$ cat src/rtl/req_pending_capture.sv
// req_pending_capture
// Synchronises 16 asynchronous request lines, latches their rising edges into
// sticky pending bits and drains them highest-index first through a
// registered valid/ready output stage. Codes are {4'b0000, idx} or 8'hF0.

module req_pending_capture #(
    parameter int SYNC_STAGES = 2
) (
    input  logic        clk,
    input  logic        rst_n,
    input  logic        ena,
    input  logic [15:0] req_in,
    input  logic        out_ready,
    output logic        out_valid,
    output logic [7:0]  out_code,
    output logic [15:0] pending,
    output logic [7:0]  overflow_cnt
);

    localparam logic [7:0] CODE_NONE = 8'hF0;

    // Synchroniser chain; element SYNC_STAGES-1 is the resynchronised level.
    logic [15:0] sync_q [SYNC_STAGES];
    logic [15:0] req_s;
    logic [15:0] req_d;
    logic [15:0] rise;

    // Output-stage decode.
    logic        stage_free;
    logic        pend_any;
    logic [3:0]  top_idx;
    logic [15:0] clr;

    // Next-state values.
    logic [15:0] pending_d;
    logic        ovf_hit;
    logic [7:0]  overflow_d;
    logic        out_valid_d;
    logic [7:0]  out_code_d;

    assign req_s = sync_q[SYNC_STAGES-1];

    // Shift req_in through the synchroniser flops.
    always_ff @(posedge clk or negedge rst_n) begin
        if (!rst_n) begin
            for (int i = 0; i < SYNC_STAGES; i++) begin
                sync_q[i] <= '0;
            end
        end else begin
            sync_q[0] <= req_in;
            for (int i = 1; i < SYNC_STAGES; i++) begin
                sync_q[i] <= sync_q[i-1];
            end
        end
    end

    // History flop for edge detection.
    always_ff @(posedge clk or negedge rst_n) begin
        if (!rst_n) begin
            req_d <= '0;
        end else begin
            req_d <= req_s;
        end
    end

    // Rising edges are discarded outright while capture is disabled.
    assign rise = req_s & ~req_d & {16{ena}};

    assign stage_free = !out_valid || out_ready;
    assign pend_any   = |pending;

    // Highest set pending index; later iterations win, so bit 15 dominates.
    always_comb begin
        top_idx = 4'd0;
        for (int i = 0; i < 16; i++) begin
            if (pending[i]) begin
                top_idx = i[3:0];
            end
        end
    end

    // One-hot clear of the bit being loaded into the output stage this edge.
    always_comb begin
        clr = '0;
        if (stage_free && pend_any) begin
            clr[top_idx] = 1'b1;
        end
    end

    // Pending update: a new set on the bit being cleared wins over the clear.
    always_comb begin
        pending_d = (pending & ~clr) | rise;
    end

    // Overflow: any re-hit on a pending bit that is not leaving adds one in total.
    always_comb begin
        ovf_hit    = |(rise & pending & ~clr);
        overflow_d = overflow_cnt;
        if (ovf_hit && (overflow_cnt != 8'hFF)) begin
            overflow_d = overflow_cnt + 8'd1;
        end
    end

    // Output stage: hold on stall, otherwise load the top index or go empty.
    always_comb begin
        out_valid_d = out_valid;
        out_code_d  = out_code;
        if (stage_free) begin
            if (pend_any) begin
                out_valid_d = 1'b1;
                out_code_d  = {4'b0000, top_idx};
            end else begin
                out_valid_d = 1'b0;
                out_code_d  = CODE_NONE;
            end
        end
    end

    // State registers for pending, overflow counter and output stage.
    always_ff @(posedge clk or negedge rst_n) begin
        if (!rst_n) begin
            pending      <= '0;
            overflow_cnt <= '0;
            out_valid    <= 1'b0;
            out_code     <= CODE_NONE;
        end else begin
            pending      <= pending_d;
            overflow_cnt <= overflow_d;
            out_valid    <= out_valid_d;
            out_code     <= out_code_d;
        end
    end

endmodule
$ cat config.mk
export PLATFORM = sky130hd
export DESIGN_NAME = req_pending_capture
export DESIGN_NICKNAME = d
export VERILOG_FILES = /design/src/rtl/req_pending_capture.sv
export SDC_FILE = /design/constraint.sdc
export NUM_CORES = 1
export LEC_CHECK = 0
export ABC_AREA = 1
export ABC_CLOCK_PERIOD_IN_PS = 1800
export CAP_MARGIN = 20
export CELL_PAD_IN_SITES_DETAIL_PLACEMENT = 0
export CELL_PAD_IN_SITES_GLOBAL_PLACEMENT = 2
export CORE_MARGIN = 1
export CORE_UTILIZATION = 30
export DETAILED_ROUTE_END_ITERATION = 8
export PLACE_DENSITY_LB_ADDON = 0.1
export SETUP_SLACK_MARGIN = 0.02
export SLEW_MARGIN = 15
export SYNTH_ARGS = -nofsm -noshare
export SYNTH_HDL_FRONTEND = slang
export SYNTH_SLANG_ARGS = --single-unit
$ cat constraint.sdc
create_clock -name clk -period 1.8 [get_ports clk]
set_input_delay 0.36 -clock clk [delete_from_list [all_inputs] [get_ports clk]]
set_output_delay 0.36 -clock clk [all_outputs]
set_load 0.03 [all_outputs]
==> flow_metrics.env <==
export IMPL_drv_cap=0
export IMPL_drt_first_iter_violations=51
export IMPL_critical_path_endpoint_type="flip-flop"
export IMPL_grt_max_degree=46
export IMPL_grt_pass1_wl_um=12400
export IMPL_io_buffers=52
export IMPL_status="finished with violations"
export IMPL_final_hold_violation_count=0
export IMPL_final_cell_mix="nand2_1, buf_4, dfrtp_1"
export IMPL_r2r_slack_ns=-0.43
export IMPL_synth_cell_type_count=29
export IMPL_hpwl_um=5150
export IMPL_ir_drop_mv=0.599
export IMPL_syn_inst=314
export IMPL_worst_pin_slew_ns=0.316
export IMPL_final_antenna_net_count=0
export IMPL_drt_wl_total_um=7320
export IMPL_power_density_nw_per_um2=1140
export IMPL_vias=2494
export IMPL_p_total_mw=5.51
export IMPL_leakagePower_nw=2.32
export IMPL_diodes=0
export IMPL_firstDrtPassIters=4
export IMPL_seq_area_frac_synth_pct=62.5
export IMPL_synth_top_family_by_area="simple AND/OR/NAND/NOR gates"
export IMPL_die_area_sq_um=10800
export IMPL_drc_errors=0
export IMPL_routedWlPerCell_um=12.5
export IMPL_crit_required_ns=2.09
export IMPL_clock_sinks=78
export IMPL_start_util_pct=31.4
export IMPL_drive_gt1_share_pct=39.7
export IMPL_finalNonFillerCells=586
export IMPL_row_count=36
export IMPL_rsz0062_at_grt="yes"
export IMPL_muxShareOfSynthArea_pct=0
export IMPL_synth_fa_ha_area_share_pct=0.400
export IMPL_ys_ff_latch=78
export IMPL_core_region_area_sq_um=9950
export IMPL_grt_usage_pct=14.8
export IMPL_gp_congestion=0.757
export IMPL_yosysWarnings=0
export IMPL_die_width_um=104
export IMPL_ioPinCount=53
export IMPL_placed_cells=554
export IMPL_tns_ns=-4.14
export IMPL_clkSlewWorstSetupHoldPaths_ns=0.08
export IMPL_clock_latency_ns=0.36
export IMPL_vias_per_cell=4.26
export IMPL_clk_path_buf_depth=2
export IMPL_post_route_min_period_ns=2.23
export IMPL_cts_tree="yes"
export IMPL_first_global_vias=2587
export IMPL_syn_area_sq_um=3130
export IMPL_synth_area_per_cell_sq_um=9.95
export IMPL_fin_ws_ns=-0.427
export IMPL_fin_util_pct=48.7
export IMPL_yosys_area_share_simple_pct=28.6
export IMPL_synth_compound_area_share_pct=2.48
export IMPL_antenna_found_initial=0
export IMPL_cts_buffers_inserted=9
export IMPL_skew_ns=0.0125
export IMPL_h_tree_depth=3
export IMPL_min_path_type="flip-flop to flip-flop"
export IMPL_synthXorXnorAreaFrac_pct=1.68
export IMPL_critPathKind="flip-flop to flip-flop"
export IMPL_root_buffer="clkbuf_8"
export IMPL_nets=470
export IMPL_synth_nets=335
export IMPL_slew_headroom_pct=78.9
export IMPL_startpoint_type="flip-flop"
export IMPL_fmax_mhz=449
export IMPL_holdWs_ns=0.351
export IMPL_slew_viol_final=0
export IMPL_critPathArrivalTime_ns=2.52
export IMPL_setup_viol=14
export IMPL_final_common_cell="nand2_1"
export IMPL_violations="negative setup slack"
export IMPL_area_growth_syn_to_layout_pct=55.0
export IMPL_post_route_period_util_pct=124
export IMPL_die_h_um=104
export IMPL_crit_fanout=8
export IMPL_gr_total_overflow=0
==> path summary, 6_finish.rpt <==
kind	startpoint	endpoint	depth (start not counted)
max reg2reg	pending[5]	overflow_cnt[4]	20
min reg2reg	sync_q[18]	req_s[2]	0
max	pending[5]	overflow_cnt[4]	20
min	sync_q[18]	req_s[2]	0
min in group asynchronous	rst_n	pending[14]	2
max in group asynchronous	rst_n	pending[3]	3
==> critical path, stage by stage (launching register included) <==
cell and delay [ns]:
dfrtp_2 0.44, buf_6 0.13, inv_2 0.03, nand2_1 0.05, nand2_1 0.07, nand2_2 0.06
nand2_2 0.06, nand2_2 0.05, nand2_2 0.05, nand2_2 0.07, nand2_4 0.08, nand2_4 0.08
nand2_4 0.10, nand4_1 0.15, nand2_1 0.12, nand3_2 0.10, nor2_4 0.19, nand2_4 0.11
nand2_8 0.12, nand2_2 0.05, nand2_1 0.05
==> power by group <==
part	internal (mW)	total, mW	switching [mW]
sequential	1.95	2.10	0.150
clock	0.956	1.61	0.650
combinational	0.754	1.81	1.06
total	3.66	5.51	1.85
==> timing repair <==
item                                    CTS  global route
setup buffers                             9             6
resized for setup                        47            34
pin swaps                                15            11
endpoints found under the setup margin   41            24
hold endpoints to repair                 12             0
cloned                                    2             0
hold buffers                              1             0
==> cell usage after synthesis (all sizes together) <==
cell    instances  area [sq um]
nand2         103           463
dfrtp          77          1930
nor2           36           170
inv            28           105
nand3          28           160
o21ai          10          50.0
nand4           7          43.8
nor3            7          51.3
xor2            4          35.0
a21oi           3          18.8
buf             3          22.5
xnor2           2          17.5
clkbuf          1          3.75
clkinv          1          3.75
dfstp           1          26.3
ha              1          12.5
nor4            1          6.26
o221ai          1          8.76
==> sequential cells by signal, indices dropped and copies added (netlist names) <==
| signal | flops |
|---|---|
| out_code | 5 |
| out_valid | 1 |
| overflow_cnt | 8 |
| pending | 16 |
| req_d | 16 |
| req_s | 16 |
| sync_q | 16 |
==> per-stage QoR <==
| stage | setup slack [ns] | area (sq um) |
|---|---|---|
| global route | -0.632 | 4840 |
| detailed placement | -0.505 | 4300 |
| finish | -0.427 | 4840 |
| global placement | -0.508 | 4300 |
| CTS | -0.431 | 4680 |
| floorplan | -0.199 | 3190 |
==> area by class of cell <==
class	count	area (sq um)
Fill cell	971	5110
Timing Repair Buffer	126	1090
Clock inverter	5	108
Tap cell	133	166
Sequential cell	78	1970
Inverter	29	114
Clock buffer	10	138
Multi-Input combinational cell	205	1260
==> kinds of logic after synthesis <==
| logic type | after synthesis |
|---|---|
| xor gates and xnor gates | 6 |
| and+or+nand+nor | 182 |
| AOI/OAI and AO/OA | 14 |
| DFF | 78 |
| adders and majority gates | 1 |
| buffers and inverters | 33 |
==> metal layers <==
metal / global-route usage [%] / share of wire (%) / up-vias
li1: - / - / 1267
met1: 18.8 / 46 / 1162
met2: 23.5 / 48 / 50
met3: 4.20 / 3.8 / 15
met4: 6.73 / 2.1 / 0
met5: 0 / 0 / -
Power figures use the tool's default switching activity.
